$ cat src/rtl/exception_sequencer_pkg.sv
// -----------------------------------------------------------------------------
// exception_sequencer_pkg
// Shared types and constants for the exception sequencer of the 16-bit core:
// FSM state encoding, exception cause codes, HDU flush-request encodings,
// default handler vectors and a saturating counter helper.
// -----------------------------------------------------------------------------
package exception_sequencer_pkg;

  localparam int unsigned DEF_DATA_W       = 16;
  localparam int unsigned DEF_FLUSH_CYCLES = 2;

  localparam logic [15:0] DEF_VEC_OVF = 16'h0060;
  localparam logic [15:0] DEF_VEC_OPC = 16'h0080;

  // Exception cause as delivered by the HDU on exc_cause.
  localparam logic CAUSE_OVF = 1'b0;
  localparam logic CAUSE_OPC = 1'b1;

  // hdu_which_flush request encodings.
  localparam logic [1:0] WF_NONE  = 2'b00;
  localparam logic [1:0] WF_IF_ID = 2'b01;
  localparam logic [1:0] WF_ID_EX = 2'b10;
  localparam logic [1:0] WF_BOTH  = 2'b11;

  typedef enum logic [2:0] {
    ST_IDLE,
    ST_FLUSH,
    ST_REDIRECT,
    ST_HANDLER,
    ST_RESTORE,
    ST_HALT
  } state_e;

  // 8-bit increment that sticks at all-ones.
  function automatic logic [7:0] sat_inc8(input logic [7:0] v);
    return (v == 8'hFF) ? v : v + 8'd1;
  endfunction

endpackage

$ cat src/rtl/exception_sequencer_flush_counter.sv
// -----------------------------------------------------------------------------
// flush_counter
// Loadable 4-bit down-counter that times the full-pipeline flush window.
//   clk, rst_n   : clock, asynchronous active-low reset (count clears to 0)
//   i_load       : load i_load_val (has priority over i_dec)
//   i_load_val   : value to load
//   i_dec        : decrement by one; holds at zero
//   o_zero       : count is zero
// -----------------------------------------------------------------------------
module flush_counter (
  input  logic       clk,
  input  logic       rst_n,
  input  logic       i_load,
  input  logic [3:0] i_load_val,
  input  logic       i_dec,
  output logic       o_zero
);

  logic [3:0] r_count;

  // NOTE: sequential state is updated with non-blocking assignments so every
  // register samples its inputs as they were before the clock edge.
  always_ff @(posedge clk or negedge rst_n) begin
    if (!rst_n) begin
      r_count <= 4'd0;
    end else if (i_load) begin
      r_count <= i_load_val;
    end else if (i_dec && (r_count != 4'd0)) begin
      r_count <= r_count - 4'd1;
    end
  end

  assign o_zero = (r_count == 4'd0);

endmodule

$ cat src/rtl/exception_sequencer.sv
// -----------------------------------------------------------------------------
// exception_sequencer
// Pipeline control sequencer between the hazard detection unit and the
// PC/pipeline registers. Passes HDU stall/flush requests through while idle;
// on an exception latches EPC/cause, flushes the whole pipe for FLUSH_CYCLES
// cycles, redirects the PC to the cause's handler vector, and on eret
// restores the PC from EPC. An exception inside a handler halts the core.
//   Inputs : clk, rst_n, exc_req, exc_cause, fault_pc, eret, hdu_stall,
//            hdu_which_flush
//   Outputs: pc_enable, if_id_write, flush_if_id/id_ex/ex_mem, pc_load,
//            pc_target, epc, cause {double_fault, cause}, busy, halted,
//            exc_count (saturating)
// -----------------------------------------------------------------------------
module exception_sequencer
  import exception_sequencer_pkg::*;
#(
  parameter int unsigned        DATA_W       = DEF_DATA_W,
  parameter logic [DATA_W-1:0]  VEC_OVF      = DEF_VEC_OVF,
  parameter logic [DATA_W-1:0]  VEC_OPC      = DEF_VEC_OPC,
  parameter int unsigned        FLUSH_CYCLES = DEF_FLUSH_CYCLES
) (
  input  logic              clk,
  input  logic              rst_n,
  input  logic              exc_req,
  input  logic              exc_cause,
  input  logic [DATA_W-1:0] fault_pc,
  input  logic              eret,
  input  logic              hdu_stall,
  input  logic [1:0]        hdu_which_flush,
  output logic              pc_enable,
  output logic              if_id_write,
  output logic              flush_if_id,
  output logic              flush_id_ex,
  output logic              flush_ex_mem,
  output logic              pc_load,
  output logic [DATA_W-1:0] pc_target,
  output logic [DATA_W-1:0] epc,
  output logic [1:0]        cause,
  output logic              busy,
  output logic              halted,
  output logic [7:0]        exc_count
);

  // Counter is loaded with FLUSH_CYCLES-1 so that FLUSH lasts FLUSH_CYCLES.
  localparam logic [3:0] FLUSH_LOAD = 4'(FLUSH_CYCLES - 1);

  state_e            r_state;
  logic [DATA_W-1:0] r_epc;
  logic [1:0]        r_cause;
  logic [7:0]        r_exc_count;

  logic w_cnt_load;
  logic w_cnt_dec;
  logic w_cnt_zero;

  assign w_cnt_load = (r_state == ST_IDLE) && exc_req;
  assign w_cnt_dec  = (r_state == ST_FLUSH);

  flush_counter u_flush_counter (
    .clk        (clk),
    .rst_n      (rst_n),
    .i_load     (w_cnt_load),
    .i_load_val (FLUSH_LOAD),
    .i_dec      (w_cnt_dec),
    .o_zero     (w_cnt_zero)
  );

  always_ff @(posedge clk or negedge rst_n) begin
    if (!rst_n) begin
      r_state     <= ST_IDLE;
      r_epc       <= '0;
      r_cause     <= 2'b00;
      r_exc_count <= 8'd0;
    end else begin
      case (r_state)
        ST_IDLE: begin
          if (exc_req) begin
            r_epc       <= fault_pc;
            r_cause     <= {1'b0, exc_cause};
            r_exc_count <= sat_inc8(r_exc_count);
            r_state     <= ST_FLUSH;
          end
        end
        ST_FLUSH: begin
          if (w_cnt_zero) r_state <= ST_REDIRECT;
        end
        ST_REDIRECT: r_state <= ST_HANDLER;
        ST_HANDLER: begin
          // A new exception beats a simultaneous eret: double fault.
          if (exc_req) begin
            r_cause[1] <= 1'b1;
            r_state    <= ST_HALT;
          end else if (eret) begin
            r_state <= ST_RESTORE;
          end
        end
        ST_RESTORE: r_state <= ST_IDLE;
        ST_HALT:    r_state <= ST_HALT;
        default:    r_state <= ST_IDLE;
      endcase
    end
  end

  // Shared "freeze and flush everything" output pattern.
  task automatic drive_full_flush();
    pc_enable    = 1'b0;
    if_id_write  = 1'b0;
    flush_if_id  = 1'b1;
    flush_id_ex  = 1'b1;
    flush_ex_mem = 1'b1;
  endtask

  always_comb begin
    // NOTE: every output gets a default before the case so no path leaves
    // a value unassigned, which would otherwise infer a latch.
    pc_enable    = ~hdu_stall;
    if_id_write  = ~hdu_stall;
    flush_if_id  = hdu_which_flush[0];
    flush_id_ex  = hdu_which_flush[1];
    flush_ex_mem = 1'b0;
    pc_load      = 1'b0;
    pc_target    = '0;
    halted       = 1'b0;

    case (r_state)
      ST_IDLE, ST_HANDLER: begin
        if (exc_req) drive_full_flush();
      end
      ST_FLUSH: drive_full_flush();
      ST_REDIRECT, ST_RESTORE: begin
        pc_enable    = 1'b1;
        if_id_write  = 1'b1;
        flush_if_id  = 1'b1;
        flush_id_ex  = 1'b0;
        flush_ex_mem = 1'b0;
        pc_load      = 1'b1;
        if (r_state == ST_RESTORE) pc_target = r_epc;
        else                       pc_target = r_cause[0] ? VEC_OPC : VEC_OVF;
      end
      ST_HALT: begin
        drive_full_flush();
        halted = 1'b1;
      end
      default: ;
    endcase
  end

  assign busy      = (r_state != ST_IDLE);
  assign epc       = r_epc;
  assign cause     = r_cause;
  assign exc_count = r_exc_count;

endmodule

$ cat config.mk
export PLATFORM = sky130hd
export DESIGN_NAME = exception_sequencer
export DESIGN_NICKNAME = d
export VERILOG_FILES = /design/src/rtl/exception_sequencer_pkg.sv /design/src/rtl/exception_sequencer_flush_counter.sv /design/src/rtl/exception_sequencer.sv
export SDC_FILE = /design/constraint.sdc
export NUM_CORES = 1
export LEC_CHECK = 0
export ABC_CLOCK_PERIOD_IN_PS = 1600
export CORE_MARGIN = 4
export CORE_UTILIZATION = 38
export CTS_CLUSTER_SIZE = 16
export DETAILED_ROUTE_END_ITERATION = 6
export PLACE_DENSITY = 0.76
export SLEW_MARGIN = 5
export SYNTH_ARGS = -nofsm -noshare
export SYNTH_HDL_FRONTEND = slang
export SYNTH_SLANG_ARGS = --single-unit
$ cat constraint.sdc
create_clock -name clk -period 1.6 [get_ports clk]
set_input_delay 0.32 -clock clk [delete_from_list [all_inputs] [get_ports clk]]
set_output_delay 0.32 -clock clk [all_outputs]
set_load 0.005 [all_outputs]
# == Word level (Yosys, flattened, before mapping) ==
# Index checks and enable logic that the tools add are counted.
# totals
ff_bits,33
in_bits,24
out_inout_bits,50
word_cells,59
# op_classes
add_sub_neg,2
n_eq_ne,10
mux,23
bitwise_logic,2
n_reduce_logical,16
# ops
op,count
$mux 16,2
$pmux 3 s5,1
$mux 3,4
$reduce_and 3->1,3
$add 8x1->8 const B,1
$eq 8x8->1 const B,1
$mux 4,2
$mux 8,1
$mux 1,7
$eq 3x2->1 const B,2
$eq 3x3->1 const B,2
$ne 2x2->1 const B,3
$pmux 1 s2,3
$pmux 1 s3,2
$reduce_or 2->1,3
$logic_not 4->1,1
$reduce_bool 2->1,2
$reduce_bool 4->1,1
$reduce_or 4->1,1
$sub 4x1->4 const B,1
$eq 3x1->1 const B,1
$logic_not 3->1,1
$ne 3x3->1 const B,1
$reduce_bool 3->1,1
4 further kinds,6

# == Longest topological paths before layout ==
# depth
depth_word,4
mapped_depth,6
mapped_depth_nobuf,6

# == By module ==
# From an unflattened synthesis, not the netlist that was laid out.
# hier_totals
cells_unflattened,174
hier_area_um2,1865.5
# by_module_without_submodules
mod,n_inst,cells_each,area_per_inst_um2,seq_area_each_um2
exception_sequencer,1,147,1595.3,725.7
flush_counter,1,27,270.3,100.1

# == Worst setup path before layout ==
# Ideal clock, no wire load.
# synth_path
kind,register -> output
start,register r_state[0]
end,output port pc_target[10]
arrival_time_ns,1.407
t_required_ns,1.280
slack_ns,-0.127
path_stages_with_launch,5
n_path_buf,2
path_cell_list,dfrtp_1 -> clkbuf_1 -> nor3b_1 -> clkbuf_1 -> and2_1
# synth_between
elab_chain_len,3
elab_cells_between_ends,5
classes_between,2 x eq/ne; 2 x mux; 1 x reduce/logical
# synth_rtl
element,line,source
from (decl),exception_sequencer.sv:47,state_e r_state;
from (signal assigned),exception_sequencer.sv:70,r_state <= ST_IDLE;
from (signal assigned),exception_sequencer.sv:81,r_state <= ST_FLUSH;
from (signal assigned),exception_sequencer.sv:85,if (w_cnt_zero) r_state <= ST_REDIRECT;
$eq 3x3->1 or $eq 3x2->1 (tied branches),"exception_sequencer.sv:125, exception_sequencer.sv:137",
$mux 16 or $reduce_or 2->1 (tied branches),-,
$mux 16 *,exception_sequencer.sv:125,case (r_state)
to (decl),exception_sequencer.sv:36,"output logic [DATA_W-1:0] pc_target,"
# Every way passes the cells marked *; elsewhere a longest branch is shown, timed or not.

# == Final worst setup path ==
# layout_path
start,register r_state[1]
end,register r_exc_count[1] (netlist: exc_count[1])
# layout_between
elab_chain_len,2
# layout_rtl
element,line,source
$logic_not 3->1,exception_sequencer.sv:75,case (r_state)
$reduce_and 3->1 (no source line),-,
to (signal assigned),exception_sequencer.sv:80,r_exc_count <= sat_inc8(r_exc_count);
to (decl),exception_sequencer.sv:50,logic [7:0] r_exc_count;
# No other way between the ends.
# A chain may end at the register's enable or synchronous reset.

==> metrics.yaml <==
status: "finished with violations"
failed_checks: "setup timing"
crit_path_max_fanout: 6
antenna_found_initial: 0
hpwlAfterDp_um: 3260
cp_slowest_cell: "dfrtp_2"
routed_wl_um: 5900
start_util_pct: 39.8
num_rows: 24
crit_family: "buffers and inverters"
clock_sinks: 33
setup_violations: 53
critPathBufInv: 3
gp_congestion: 0.786
reg2reg_from: "r_state[1]$_DFFE_PN0P_"
p_leak_nw: 1.59
drive_gt1_share_pct: 51.2
grt_usage_pct: 19.9
hold_viol_final: 0
dieHeight_um: 75.7
htree_num_levels: 2
fmax_ghz: 0.527
syn_nets: 192
hold_ws_ns: 0.392
synth_cell_types: 35
synth_area_leaders: "dfrtp_1, mux2_2, and2_1"
min_path_type: "input pin to async pin"
finalCriticalPeriod_ns: 1.90
ir_drop_mv: 0.971
io_buffers: 73
grt_pass1_vias: 1762
area_delta_synth_final_pct: 96.9
max_slew.worst_pin.slew_ns: 0.456
ctsHoldBuffers: 0
clkLatencyLatePin_ns: 0.28
startpoint: "r_state[1]$_DFFE_PN0P_"
synth_fa_ha_area_share_pct: 2.15
synth_xor_area_share_pct: 4.02
grt_pass1_wl_um: 8540
io-pin-count: 74
end_kind: "flop"
syn-mean-instance-area_um2: 10.6
fin_ws_ns: -0.299
path_depth: 6
maxSlewViolCount: 0
fillers: 261
dominantRegCellSynth: "dfrtp_1"
crit_end: "exc_count[1]$_DFFE_PN0P_"
dieArea_mm2: 0.00573
worstPathCellList: "buf_6 > buf_4 > nor4b_4 > buf_4 > a21boi_4 > mux2_4"
dr.pass1.iters: 4
start_kind: "flop"
setup_tns_ns: -10.59
synth_edf_count: 0
yosysWarnings: 0
async_flop_share_pct: 100
clock_skew_ns: 0.00378
m1WireLength_um: 2400
power_density_mw_per_mm2: 1840
r2r_end: "exc_count[1]$_DFFE_PN0P_"
grt_max_degree: 34
cts_buffers: 5
die_width_um: 75.7
drc_errors: 0
wire_per_inst_um: 16.8
synth_mux_area_share_pct: 13.9
register_area_um2: 828
cap_violations: 0
tritoncts: "yes"
core-area_mm2: 0.00438
wl_met2_um: 3140
synth_seq_cells: 33
path_clk_slew_ns: 0.07
arrival_ns: 2.07
finalCritPeriodShare_pct: 119
vias_per_cell: 4.98
top_layer: "met4"
overflow: 0
critPathMaxStageDelay_ns: 0.44
synth_cells: 165
antenna_left: 0
drt_iter0_drc: 36
num_vias: 1749
synth_top_area_share_pct: 47.4
ff2ff_path_depth: 6
met3WireLength_um: 306
required_ns: 1.77
path_common_cell: "buf_4"
fin_nets: 325
syn_area_mm2: 0.00174
yosysSeqAreaShare_pct: 47.4
synth_top_family_by_area: "simple AND/OR/NAND/NOR gates"
num_antenna_cells: 0
clockBufferDepth: 2
relSlewSlack_pct: 69.6
root_buffer: "clkbuf_8"
multi_input_area_mm2: 0.00108
synthSimpleGateAreaFrac_pct: 20.3
synth-compound-area-share_pct: 8.26
reg2reg_slack_ns: -0.30
critPathKind: "flop to flop"
rsz0062_at_grt: "yes"
synth_top_cell_by_area: "dfrtp_1"
[cell families (layout without fill, tap and decap cells)]
| group | Yosys count | count (layout) |
|---|---|---|
| muxes | 22 | 22 |
| DFF | 33 | 33 |
| buffers and inverters | 16 | 150 |
| and+or+nand+nor | 62 | 62 |
| adders and majority gates | 3 | 3 |
| AOI/OAI and AO/OA | 21 | 21 |
| xor gates and xnor gates | 8 | 8 |
[through the flow]
step | util (%) | area, µm² | setup slack, ns | instances | total power [mW]
final | 78.3 | 3430 | -0.299 | 351 | 6.32
after global routing | 78.3 | 3430 | -0.366 | 351 | 6.71
after CTS | 71.4 | 3130 | -0.282 | 335 | 5.70
after detailed placement | 61.9 | 2710 | -0.629 | 307 | 4.35
after global placement | 61.9 | 2710 | -0.605 | 307 | 4.29
after floorplan | - | 1750 | -0.0114 | 165 | 2.77
[how the worst min path moves through the flow]
| stage | end | slack [ns] | cells past startpoint |
|---|---|---|---|
| final | cause[1]$_DFFE_PN0P_ | 0.39 | 2 |
| after global routing | cause[1]$_DFFE_PN0P_ | 0.40 | 2 |
| after CTS | cause[1]$_DFFE_PN0P_ | 0.40 | 2 |
| after detailed placement | epc[2]$_DFFE_PN0P_ | 0.52 | 1 |
| after global placement | cause[1]$_DFFE_PN0P_ | 0.50 | 2 |
| after floorplan | cause[0]$_DFFE_PN0P_ | 0.02 | 0 |
[per-layer routing]
metal | global-route usage (%) | up-vias
met5 | 0 | -
met2 | 36.0 | 49
li1 | - | 830
met1 | 23.5 | 861
met3 | 5.15 | 9
met4 | 4.66 | 0
[timing repair]
item                       CTS  global route
setup buffers               20            17
gates resized for setup    170            50
gates cloned                 1             0
setup endpoints to repair   52            58
pin swaps                   27            17
[cell type report]
type                    count  share of cell area [%]
multi-input cells         116                    31.5
flip-flops and latches     33                    24.1
repair buffers            136                    39.4
well taps                  52                    1.90
clock inverters             2                   0.292
clock buffers               6                    2.11
inverters                   6                   0.656
[report_power, final]
group,total [mW],leakage [nW],internal [mW],switching (mW)
combinational,4.15,1.15,2.63,1.51
sequential,1.56,0.393,1.22,0.340
clock,0.609,0.0450,0.301,0.308
total,6.32,1.59,4.15,2.16
[synth_stat cells, types with 4 or more instances]
master,instances
a21oi_1,6
and2_1,13
buf_2,4
clkbuf_1,5
dfrtp_1,33
inv_1,6
mux2_2,18
mux2i_1,4
nand2_1,8
nand2b_1,7
nand3_1,4
nor2_1,13
o21ai_0,6
xnor2_1,5
[sequential cells by signal (all words and copies together), names as in the netlist]
name                     count
epc                         16
cause                        2
exc_count                    8
r_state                      3
u_flush_counter.r_count      4
[cells in the final DEF (no fill, tap or decap), types with 3 or more instances in the layout]
cell type	netlist	final
buf_6	0	45
ha_1	3	3
clkbuf_8	0	5
a21oi_2	0	3
inv_1	6	6
clkdlybuf4s50_1	0	46
buf_12	0	4
mux2_4	0	18
nand2b_4	0	3
buf_4	1	25
buf_2	4	11
nor2_2	0	5
xor2_1	3	3
a21oi_1	6	3
nor3_1	3	3
and2_4	0	12
nand2_1	8	6
nand4_1	3	3
o21ai_0	6	4
nand2b_1	7	4
mux2i_1	4	3
xnor2_1	5	5
nor2_1	13	6
dfrtp_1	33	31
[worst reg2reg max path: stages (launching register included)]
cell	delay, ns
dfrtp_2	0.44
buf_6	0.15
buf_4	0.15
nor4b_4	0.25
buf_4	0.19
a21boi_4	0.28
mux2_4	0.32
(Power assumes the default switching activity.)
